==> src/rtl/apb_mst_arbiter_pkg.sv <==
// Shared types for the APB master arbiter: bus widths, FSM states and
// the per-requester command record.
package apb_mst_arbiter_pkg;

    localparam int ADDR_WIDTH = 32;
    localparam int DATA_WIDTH = 32;

    typedef logic [ADDR_WIDTH-1:0] addr_t;
    typedef logic [DATA_WIDTH-1:0] data_t;

    typedef enum logic [1:0] {
        IDLE   = 2'd0,
        SETUP  = 2'd1,
        ACCESS = 2'd2
    } apb_state_e;

    typedef struct packed {
        logic  write;
        addr_t addr;
        data_t wdata;
    } apb_req_t;

endpackage

==> src/rtl/apb_mst_arbiter_rr_arbiter.sv <==
// Round-robin winner selection. Purely combinational: the caller owns the
// pointer register and feeds back ptr_next, which moves just past the
// winner only when adv (an accept cycle) coincides with a pending request.
module apb_mst_arbiter_rr_arbiter #(
    parameter int NUM_REQ = 4,
    parameter int IDX_W   = $clog2(NUM_REQ)
) (
    input  logic [NUM_REQ-1:0] req,
    input  logic [IDX_W-1:0]   ptr,
    input  logic               adv,
    output logic [NUM_REQ-1:0] grant,
    output logic [IDX_W-1:0]   idx,
    output logic               any,
    output logic [IDX_W-1:0]   ptr_next
);

    // Scan ptr, ptr+1, ... modulo NUM_REQ and take the first active request.
    always_comb begin
        int cand;
        logic found;
        cand     = 0;
        found    = 1'b0;
        idx      = '0;
        grant    = '0;
        ptr_next = ptr;
        for (int k = 0; k < NUM_REQ; k++) begin
            cand = int'(ptr) + k;
            if (cand >= NUM_REQ) begin
                cand = cand - NUM_REQ;
            end
            if (!found && req[IDX_W'(cand)]) begin
                found = 1'b1;
                idx   = IDX_W'(cand);
            end
        end
        any = found;
        if (adv && found) begin
            grant[idx] = 1'b1;
            if (int'(idx) == NUM_REQ - 1) begin
                ptr_next = '0;
            end else begin
                ptr_next = idx + 1'b1;
            end
        end
    end

endmodule

==> src/rtl/apb_mst_arbiter.sv <==
// APB master shared by NUM_REQ requesters: round-robin command accept,
// one SETUP/ACCESS transfer at a time, response routed back to the owner.
// Build option: define APB_TIMEOUT_EN to abort an ACCESS phase that has
// waited TIMEOUT_CYCLES cycles without PREADY (owner gets rsp_err=1).
module apb_mst_arbiter
    import apb_mst_arbiter_pkg::*;
#(
    parameter int NUM_REQ        = 4,
    parameter int TIMEOUT_CYCLES = 16
) (
    input  logic                         PCLK,
    input  logic                         PRESETn,
    input  logic [NUM_REQ-1:0]           req_valid,
    output logic [NUM_REQ-1:0]           req_ready,
    input  logic [NUM_REQ-1:0]           req_write,
    input  logic [NUM_REQ*ADDR_WIDTH-1:0] req_addr,
    input  logic [NUM_REQ*DATA_WIDTH-1:0] req_wdata,
    output logic [NUM_REQ-1:0]           rsp_valid,
    output data_t                        rsp_rdata,
    output logic                         rsp_err,
    output logic                         PSEL,
    output logic                         PENABLE,
    output addr_t                        PADDR,
    output logic                         PWRITE,
    output data_t                        PWDATA,
    input  logic                         PREADY,
    input  data_t                        PRDATA,
    input  logic                         PSLVERR
);

    localparam int IDX_W = $clog2(NUM_REQ);

    // Marker block: only elaborates for parameter values outside the supported range.
    if (NUM_REQ < 2 || NUM_REQ > 8 || TIMEOUT_CYCLES < 1) begin : g_param_out_of_range
    end

    apb_state_e        state_reg, state_next;
    logic [IDX_W-1:0]  ptr_reg, ptr_next;
    logic [IDX_W-1:0]  win_idx, grant_idx_reg;
    logic              any_req, accept, fire, done, timeout;
    apb_req_t          req_cmd [NUM_REQ];
    apb_req_t          win_cmd;
    addr_t             paddr_reg;
    data_t             pwdata_reg, rsp_rdata_reg;
    logic              pwrite_reg, rsp_err_reg;
    logic [NUM_REQ-1:0] rsp_valid_reg;

    // Unpack the flat command buses into one record per requester.
    for (genvar gi = 0; gi < NUM_REQ; gi++) begin : g_unpack
        assign req_cmd[gi].write = req_write[gi];
        assign req_cmd[gi].addr  = req_addr[gi*ADDR_WIDTH +: ADDR_WIDTH];
        assign req_cmd[gi].wdata = req_wdata[gi*DATA_WIDTH +: DATA_WIDTH];
    end

    // A new command may be taken when idle or on the completing ACCESS cycle.
    assign done    = (state_reg == ACCESS) && PREADY;
    assign accept  = PRESETn && ((state_reg == IDLE) || done);
    assign fire    = accept && any_req;
    assign win_cmd = req_cmd[win_idx];

    apb_mst_arbiter_rr_arbiter #(
        .NUM_REQ (NUM_REQ),
        .IDX_W   (IDX_W)
    ) u_rr_arbiter (
        .req      (req_valid),
        .ptr      (ptr_reg),
        .adv      (accept),
        .grant    (req_ready),
        .idx      (win_idx),
        .any      (any_req),
        .ptr_next (ptr_next)
    );

`ifdef APB_TIMEOUT_EN
    localparam int TO_W = $clog2(TIMEOUT_CYCLES + 1);
    logic [TO_W-1:0] to_cnt_reg;

    // Count ACCESS cycles of the current transfer; SETUP starts a fresh count.
    always_ff @(posedge PCLK or negedge PRESETn) begin
        if (!PRESETn) begin
            to_cnt_reg <= '0;
        end else if (state_reg == SETUP) begin
            to_cnt_reg <= '0;
        end else if (state_reg == ACCESS && !PREADY) begin
            to_cnt_reg <= to_cnt_reg + 1'b1;
        end
    end

    assign timeout = (state_reg == ACCESS) && !PREADY &&
                     (to_cnt_reg == TO_W'(TIMEOUT_CYCLES - 1));
`else
    assign timeout = 1'b0;
`endif

    // State, pointer, command and response registers.
    always_ff @(posedge PCLK or negedge PRESETn) begin
        if (!PRESETn) begin
            state_reg     <= IDLE;
            ptr_reg       <= '0;
            grant_idx_reg <= '0;
            paddr_reg     <= '0;
            pwrite_reg    <= 1'b0;
            pwdata_reg    <= '0;
            rsp_valid_reg <= '0;
            rsp_rdata_reg <= '0;
            rsp_err_reg   <= 1'b0;
        end else begin
            state_reg     <= state_next;
            ptr_reg       <= ptr_next;
            rsp_valid_reg <= '0;
            if (fire) begin
                grant_idx_reg <= win_idx;
                paddr_reg     <= win_cmd.addr;
                pwrite_reg    <= win_cmd.write;
                pwdata_reg    <= win_cmd.wdata;
            end else if (done || timeout) begin
                // Returning to IDLE: the bus is driven low there.
                paddr_reg  <= '0;
                pwrite_reg <= 1'b0;
                pwdata_reg <= '0;
            end
            if (done || timeout) begin
                rsp_valid_reg <= NUM_REQ'(1) << grant_idx_reg;
                rsp_err_reg   <= timeout | PSLVERR;
                rsp_rdata_reg <= (timeout || pwrite_reg) ? '0 : PRDATA;
            end
        end
    end

    // Next-state logic for the SETUP/ACCESS sequence.
    always_comb begin
        state_next = state_reg;
        case (state_reg)
            IDLE:    if (any_req) state_next = SETUP;
            SETUP:   state_next = ACCESS;
            ACCESS: begin
                if (PREADY) begin
                    state_next = any_req ? SETUP : IDLE;
                end else if (timeout) begin
                    state_next = IDLE;
                end
            end
            default: state_next = IDLE;
        endcase
    end

    assign PSEL      = (state_reg != IDLE);
    assign PENABLE   = (state_reg == ACCESS);
    assign PADDR     = paddr_reg;
    assign PWRITE    = pwrite_reg;
    assign PWDATA    = pwdata_reg;
    assign rsp_valid = rsp_valid_reg;
    assign rsp_rdata = rsp_rdata_reg;
    assign rsp_err   = rsp_err_reg;

endmodule
==> config.mk <==
export PLATFORM = sky130hd
export DESIGN_NAME = apb_mst_arbiter
export DESIGN_NICKNAME = d
export VERILOG_FILES = /design/src/rtl/apb_mst_arbiter_pkg.sv /design/src/rtl/apb_mst_arbiter_rr_arbiter.sv /design/src/rtl/apb_mst_arbiter.sv
export SDC_FILE = /design/constraint.sdc
export NUM_CORES = 1
export LEC_CHECK = 0
export ABC_AREA = 0
export ABC_CLOCK_PERIOD_IN_PS = 2500
export CAP_MARGIN = 20
export CORE_AREA = 10 10 150 152
export CTS_CLUSTER_DIAMETER = 120
export DETAILED_ROUTE_END_ITERATION = 10
export DIE_AREA = 0 0 160 162
export HOLD_SLACK_MARGIN = 0.06
export MAX_ROUTING_LAYER = met4
export PLACE_DENSITY_LB_ADDON = 0.1
export SETUP_SLACK_MARGIN = 0.4
export SLEW_MARGIN = 10
export SYNTH_ARGS = -nofsm -noshare
export SYNTH_HDL_FRONTEND = slang
export SYNTH_HIERARCHICAL = 1
export SYNTH_SLANG_ARGS = --single-unit
==> constraint.sdc <==
create_clock -name PCLK -period 2.5 [get_ports PCLK]
set_input_delay 0.375 -clock PCLK [delete_from_list [all_inputs] [get_ports PCLK]]
set_output_delay 0.375 -clock PCLK [all_outputs]
set_load 0.01 [all_outputs]
# --- Word-level counts from Yosys, hierarchy flattened ---
# Index checks and enable logic that the tools add are counted.
op_classes:
  n_addsub: 8
  magnitude_cmp: 11
  eq_ne: 5
  shifts: 1
  mux: 42
  bitwise_logic: 1
  n_reduce_logical: 15
op_table:
  columns: ["operator", "count"]
  rows:
  - ["binary-select mux 65 bit (select 2 bit)", 1]
  - ["two-way mux 65 bit", 2]
  - ["two-way mux 32 bit", 4]
  - ["two-way mux 2 bit", 11]
  - ["less-than comparator 2 x 4 -> 1 bit (second input constant)", 4]
  - ["two-way mux 1 bit", 16]
  - ["greater-or-equal comparator 3 bit (second input constant)", 4]
  - ["binary-select mux 1 bit (select 2 bit)", 4]
  - ["two-way mux 4 bit", 2]
  - ["subtractor 2 x 1 -> 2 bit (second input constant)", 4]
  - ["logical AND 1 bit", 7]
  - ["adder 2 x 2 -> 3 bit (second input constant)", 2]
  - ["case mux 2 bit (3 select lines)", 1]
  - ["== test 2 x 1 -> 1 bit (second input constant)", 2]
  - ["nonzero test 2 bit", 2]
  - ["<< shifter 1 x 2 -> 4 bit (first input constant)", 1]
  - ["adder 2 x 1 -> 3 bit (second input constant)", 1]
  - ["greater-or-equal comparator 2 x 3 -> 1 bit (second input constant)", 1]
  - ["zero test 1 bit", 3]
  - ["less-than comparator 2 x 3 -> 1 bit (second input constant)", 1]
  - ["NOT 2 -> 3 bit", 1]
  - ["adder 2 x 1 -> 2 bit (second input constant)", 1]
  - ["demux 1 bit (select 2 bit)", 1]
  - ["== test 2 bit (second input constant)", 1]
  - ["6 further kinds", 6]
totals:
  ff_bits: 108
  input_bits: 300
  out_inout_bits: 108
  wordCells: 92

# --- Logic depth before layout (Yosys ltp) ---
depth:
  word_depth: 20
  mapped_depth: 7
  ltp_nobuf: 5

# --- Cells and area by module ---
# Netlist, hierarchy kept.
modules_own_cells:
  columns: ["module", "instances", "cells_each", "area_each_um2", "seq_area_each_um2"]
  rows:
  - ["apb_mst_arbiter", 1, 393, 5577.8, 2702.6]
  - ["apb_mst_arbiter_rr_arbiter", 1, 28, 220.2, 0.0]

# --- Worst setup path before layout ---
# No wires, ideal clock.
synth_path:
  path_type: "input to register"
  start: "in req_valid[0]"
  end: "reg pwdata_reg[10] (netlist: PWDATA[10])"
  setup_time_ps: 121
  arrival_ps: 2167
  required_ps: 2379
  setup_slack_ps: 212
  cell_stages: 7
  path_buffers: 2
  cell_sequence: "or4_4 a21boi_1 and3_1 buf_6 buf_6 mux4_2 a22o_1"
synth_between:
  elab_chain_len: 18
  word_cells_on_any_way: 33
  cone_classes: "mux: 24; bitwise: 1; reduce/logical: 8"
synth_rtl:
  columns: ["item", "line", "rtl"]
  rows:
  - ["start: declaration", "apb_mst_arbiter.sv:13", "input logic [NUM_REQ-1:0] req_valid,"]
  - ["binary-select mux 1 bit (select 2 bit)", "apb_mst_arbiter_rr_arbiter.sv:31", "if (!found && req[IDX_W'(cand)]) begin"]
  - ["two-way mux 1 bit (not written as such) (2 in a row)", "apb_mst_arbiter_rr_arbiter.sv:31", null]
  - ["two-way mux 1 bit", "apb_mst_arbiter_rr_arbiter.sv:31", null]
  - ["zero test 1 bit", "apb_mst_arbiter_rr_arbiter.sv:31", null]
  - ["logical AND 1 bit", "apb_mst_arbiter_rr_arbiter.sv:31", null]
  - ["two-way mux 1 bit", "apb_mst_arbiter_rr_arbiter.sv:31", null]
  - ["zero test 1 bit", "apb_mst_arbiter_rr_arbiter.sv:31", null]
  - ["logical AND 1 bit", "apb_mst_arbiter_rr_arbiter.sv:31", null]
  - ["two-way mux 1 bit", "apb_mst_arbiter_rr_arbiter.sv:31", null]
  - ["zero test 1 bit", "apb_mst_arbiter_rr_arbiter.sv:31", null]
  - ["logical AND 1 bit", "apb_mst_arbiter_rr_arbiter.sv:31", null]
  - ["two-way mux 2 bit (*)", "apb_mst_arbiter_rr_arbiter.sv:31", null]
  - ["via win_idx[0]", "apb_mst_arbiter.sv:39", "logic [IDX_W-1:0] win_idx, grant_idx_reg;"]
  - ["NOT 2 -> 3 bit (not written as such) (*)", "apb_mst_arbiter.sv:59", "assign win_cmd = req_cmd[win_idx];"]
  - ["binary-select mux 65 bit (select 2 bit) (*)", "apb_mst_arbiter.sv:59", null]
  - ["two-way mux 65 bit (not written as such) (*) (2 in a row)", "apb_mst_arbiter.sv:59", null]
  - ["two-way mux 32 bit (*)", "apb_mst_arbiter.sv:111", "if (fire) begin"]
  - ["end signal: assignment", "apb_mst_arbiter.sv:115", "pwdata_reg <= win_cmd.wdata;"]
  - ["end: declaration", "apb_mst_arbiter.sv:44", "data_t pwdata_reg, rsp_rdata_reg;"]
# The timed path passes the listed nets; every way through them passes the cells marked *. The select of a mux whose other input is x is not followed.
# A chain may end at the register's enable or synchronous reset.

# --- Worst setup path after layout ---
layout_path:
  start: "in req_valid[2]"
  end: "out req_ready[3]"
layout_between:
  word_cells_on_any_way: 33
  cone_classes: "order compare: 2; mux: 23; reduce/logical: 8"
layout_rtl:
  columns: ["item", "line", "rtl"]
  rows:
  - ["binary-select mux 1 bit (select 2 bit)", "apb_mst_arbiter_rr_arbiter.sv:31", null]
  - ["two-way mux 1 bit (not written as such) (2 in a row)", "apb_mst_arbiter_rr_arbiter.sv:31", null]
  - ["two-way mux 1 bit", "apb_mst_arbiter_rr_arbiter.sv:31", null]
  - ["zero test 1 bit", "apb_mst_arbiter_rr_arbiter.sv:31", null]
  - ["logical AND 1 bit", "apb_mst_arbiter_rr_arbiter.sv:31", null]
  - ["two-way mux 1 bit", "apb_mst_arbiter_rr_arbiter.sv:31", null]
  - ["zero test 1 bit", "apb_mst_arbiter_rr_arbiter.sv:31", null]
  - ["logical AND 1 bit", "apb_mst_arbiter_rr_arbiter.sv:31", null]
  - ["two-way mux 1 bit", "apb_mst_arbiter_rr_arbiter.sv:31", null]
  - ["zero test 1 bit", "apb_mst_arbiter_rr_arbiter.sv:31", null]
  - ["logical AND 1 bit", "apb_mst_arbiter_rr_arbiter.sv:31", null]
  - ["two-way mux 1 bit (*)", "apb_mst_arbiter_rr_arbiter.sv:31", null]
  - ["via any_req", "apb_mst_arbiter.sv:40", "logic any_req, accept, fire, done, timeout;"]
  - ["logical AND 1 bit (*)", "apb_mst_arbiter_rr_arbiter.sv:37", "if (adv && found) begin"]
  - ["two-way mux 4 bit (*)", "apb_mst_arbiter_rr_arbiter.sv:37", null]
  - ["end: declaration", "apb_mst_arbiter.sv:14", "output logic [NUM_REQ-1:0] req_ready,"]
# Marks and branches as above.

==> impl_results.md <==
* Status: completed
* Clock transition at path regs at 0.07 ns
* Initial DRT Pass Iterations at 4
* Clk_lat worst skew at 0.34 ns
* Sequential share of the synthesized area at 46.61%
* Crit path launch type: input port
* Crit-path cells: clkdlybuf4s15_1 -> or4_4 -> a21boi_4 -> and3_4 -> ha_4 -> and2_4 -> buf_6
* PD cells at 1022 nW/um^2
* RR Startpoint: ptr_reg[1]
* Antenna-violating nets left at 0
* I/O Buffers at 407
* First-pass GRT wire length at 40940 microns
* Tcrit/Tclk final at 92.49%
* Dpl cells at 1082
* DIE WIDTH at 160 microns
* Slew HR at 51.83%
* Crit path buffers/inverters at 2
* Routed wire length at 27890 microns
* Final Hold Fails at 0
* Setup WS pre-CTS at -0.3909 ns
* Initial Util at 29.89%
* Antenna violations before repair at 4
* Min cycle time layout at 2.312 ns
* Slowest CP cell: or4_4
* Residual DRC at 0
* Critical path fanouts, max at 5
* Setup violators final at 0
* Commonest non-fill, non-tap cell in the layout: clkdlybuf4s50_1
* Avg WL per Cell at 24.97 microns
* Tightest Hold Check Type: input port to asynchronous set/reset pin
* Clock Path Buffers at 2
* Worst IR Drop VDD at 410.6 uV
* CP arrival at 1.94 ns
* Final core utilization at 56.54%
* Worst Reg-to-Reg Cells at 6
* Dominant synthesized flop cell: dfrtp_1
* Worst-margin pin slew at 0.7226 ns
* Path type of the worst setup path: input port to output pin
* Synth-to-layout area growth at 89.17%
* CTS tree: yes
* Netlist cell types at 32
* Power Total at 11.21 mW
* Yosys warning count at 6
* Vias at 5602
* Die area at 25920 sq um
* Storage cell area at 2706 sq um
* Worst R2R Setup Slack at 0.20 ns
* Vias per cell at 5.015
* Max-Cap Viols at 0
* # fillers at 1653
* Clock Sinks at 108
* Placer congestion estimate at 0.9216
* Pins Over Slew Limit at 0
* Post-synth EDFFs at 0
* CP delay by family, top: simple AND/OR/NAND/NOR gates
* Syn Inst Count at 421
* Max Freq at 432.5 MHz
* CP peak stage delay at 0.55 ns
* Setup slack after layout at 0.1879 ns
* GRT Overall Usage at 21.32%
* RSZ-0062 raised after global routing: yes
* Clock skew at 0.005131 ns
* DRT iter0 DRCs at 207
* Max H-tree Level at 3
* IO Pins at 408
* Crit end category: output pin
* Clk root buf: clkbuf_16
* Required @ worst endpoint at 2.12 ns
* Most frequent cells in the layout: clkdlybuf4s50_1 (397), dfrtp_1 (105), mux4_2 (65), a22o_1 (65)
* Largest net degree at the start of global routing at 69
* CTS buffer count at 9
* Number of global-route vias before repair at 6432
* Post-Syn Area at 5798 sq um
* Die Y at 162 microns
* Number of synthesized register bits at 108
* Total core area at 19400 sq um
* Critical Path Start: req_valid[2]
* Fin nets at 1149
* Share of cells above drive strength 1 at 17.69%
* Leak Pwr at 4.414 nW
* Asr flop ratio synth at 100.0%
* DP HPWL at 21990 microns
* Row count at 51
* Total grt overflow at 0
* RR Endpoint: PADDR[6]
* Synth Area per Inst at 13.77 sq um
* Syn nets at 725
* Non-filler cells, final at 1117
* Multi-input logic area at 2993 sq um
## worst max path at each step
stage                               to  cells after the start  slack (ns)
final                     req_ready[3]                      7        0.19
after global routing      req_ready[1]                      7        0.13
after CTS                 req_ready[3]                      7        0.19
after detailed placement     PADDR[14]                      9       -0.39
after global placement    req_ready[3]                      7       -0.37
after floorplan             PWDATA[10]                      7        0.29
## cells by family after synthesis
logic type      after synthesis  share of synthesized area (%)
simple gates                 93                          8.610
flops                       108                          46.61
mux                          71                          26.39
buf+inv                      39                          3.669
compound gates              106                          13.85
fa+ha+maj                     4                         0.8632
## per-stage QoR
| stage | setup TNS (ns) | area, sq um | hold slack [ns] |
|---|---|---|---|
| after floorplan | 0 | 5847 | 0.07941 |
| after global placement | -18.59 | 10270 | 0.1867 |
| after detailed placement | -21.30 | 10270 | 0.1861 |
| after CTS | 0 | 10880 | 0.2488 |
| after global routing | 0 | 10970 | 0.2747 |
| final | 0 | 10970 | 0.2203 |
## layout make-up
type / count / area share [%]
Timing Repair Buffer: 452 / 42.39
Sequential cell: 108 / 24.67
Clock buffer: 13 / 2.464
Multi-Input combinational cell: 274 / 27.29
Clock inverter: 1 / 0.06845
Antenna cell: 4 / 0.09126
Tap cell: 265 / 3.023
## repair_timing
action                                 in CTS  in global routing
hold buffers                                1                  0
pin swaps                                   9                  4
buffers inserted                            8                  3
setup endpoints to repair                  69                 70
endpoints found under the hold margin       2                  0
cloned                                      4                  1
gates resized for setup                    66                  7
## cell usage after synthesis (2+ instances only)
master | n | area, sq um
a21boi_1 | 2 | 15.01
a21o_1 | 2 | 15.01
a22o_1 | 65 | 569.3
and2_1 | 5 | 31.28
and3_1 | 2 | 12.51
buf_2 | 20 | 100.1
buf_6 | 5 | 56.30
clkbuf_1 | 13 | 48.80
dfrtp_1 | 108 | 2703
ha_1 | 4 | 50.05
mux2_1 | 3 | 33.78
mux2_2 | 2 | 22.52
mux4_2 | 65 | 1464
nand2_1 | 35 | 131.4
nand2b_1 | 35 | 219.0
nand3b_1 | 4 | 30.03
nor2_1 | 3 | 11.26
nor2b_1 | 2 | 12.51
nor3b_1 | 2 | 15.01
o21ai_1 | 32 | 160.2
## where the power goes
group	leakage (nW)	switching, mW	internal (mW)
clock	0.134	0.627	0.748
sequential	1.36	0.494	2.57
combinational	2.92	2.76	4.01
## layer usage
metal	GRT usage [%]	routed length, microns	up-vias
met5	-	0	-
met3	7.053	2258	31
met4	6.010	514	0
met2	38.93	15270	265
met1	21.34	9843	2814
li1	-	-	2492
No activity file was read; power rests on OpenSTA's default activity.
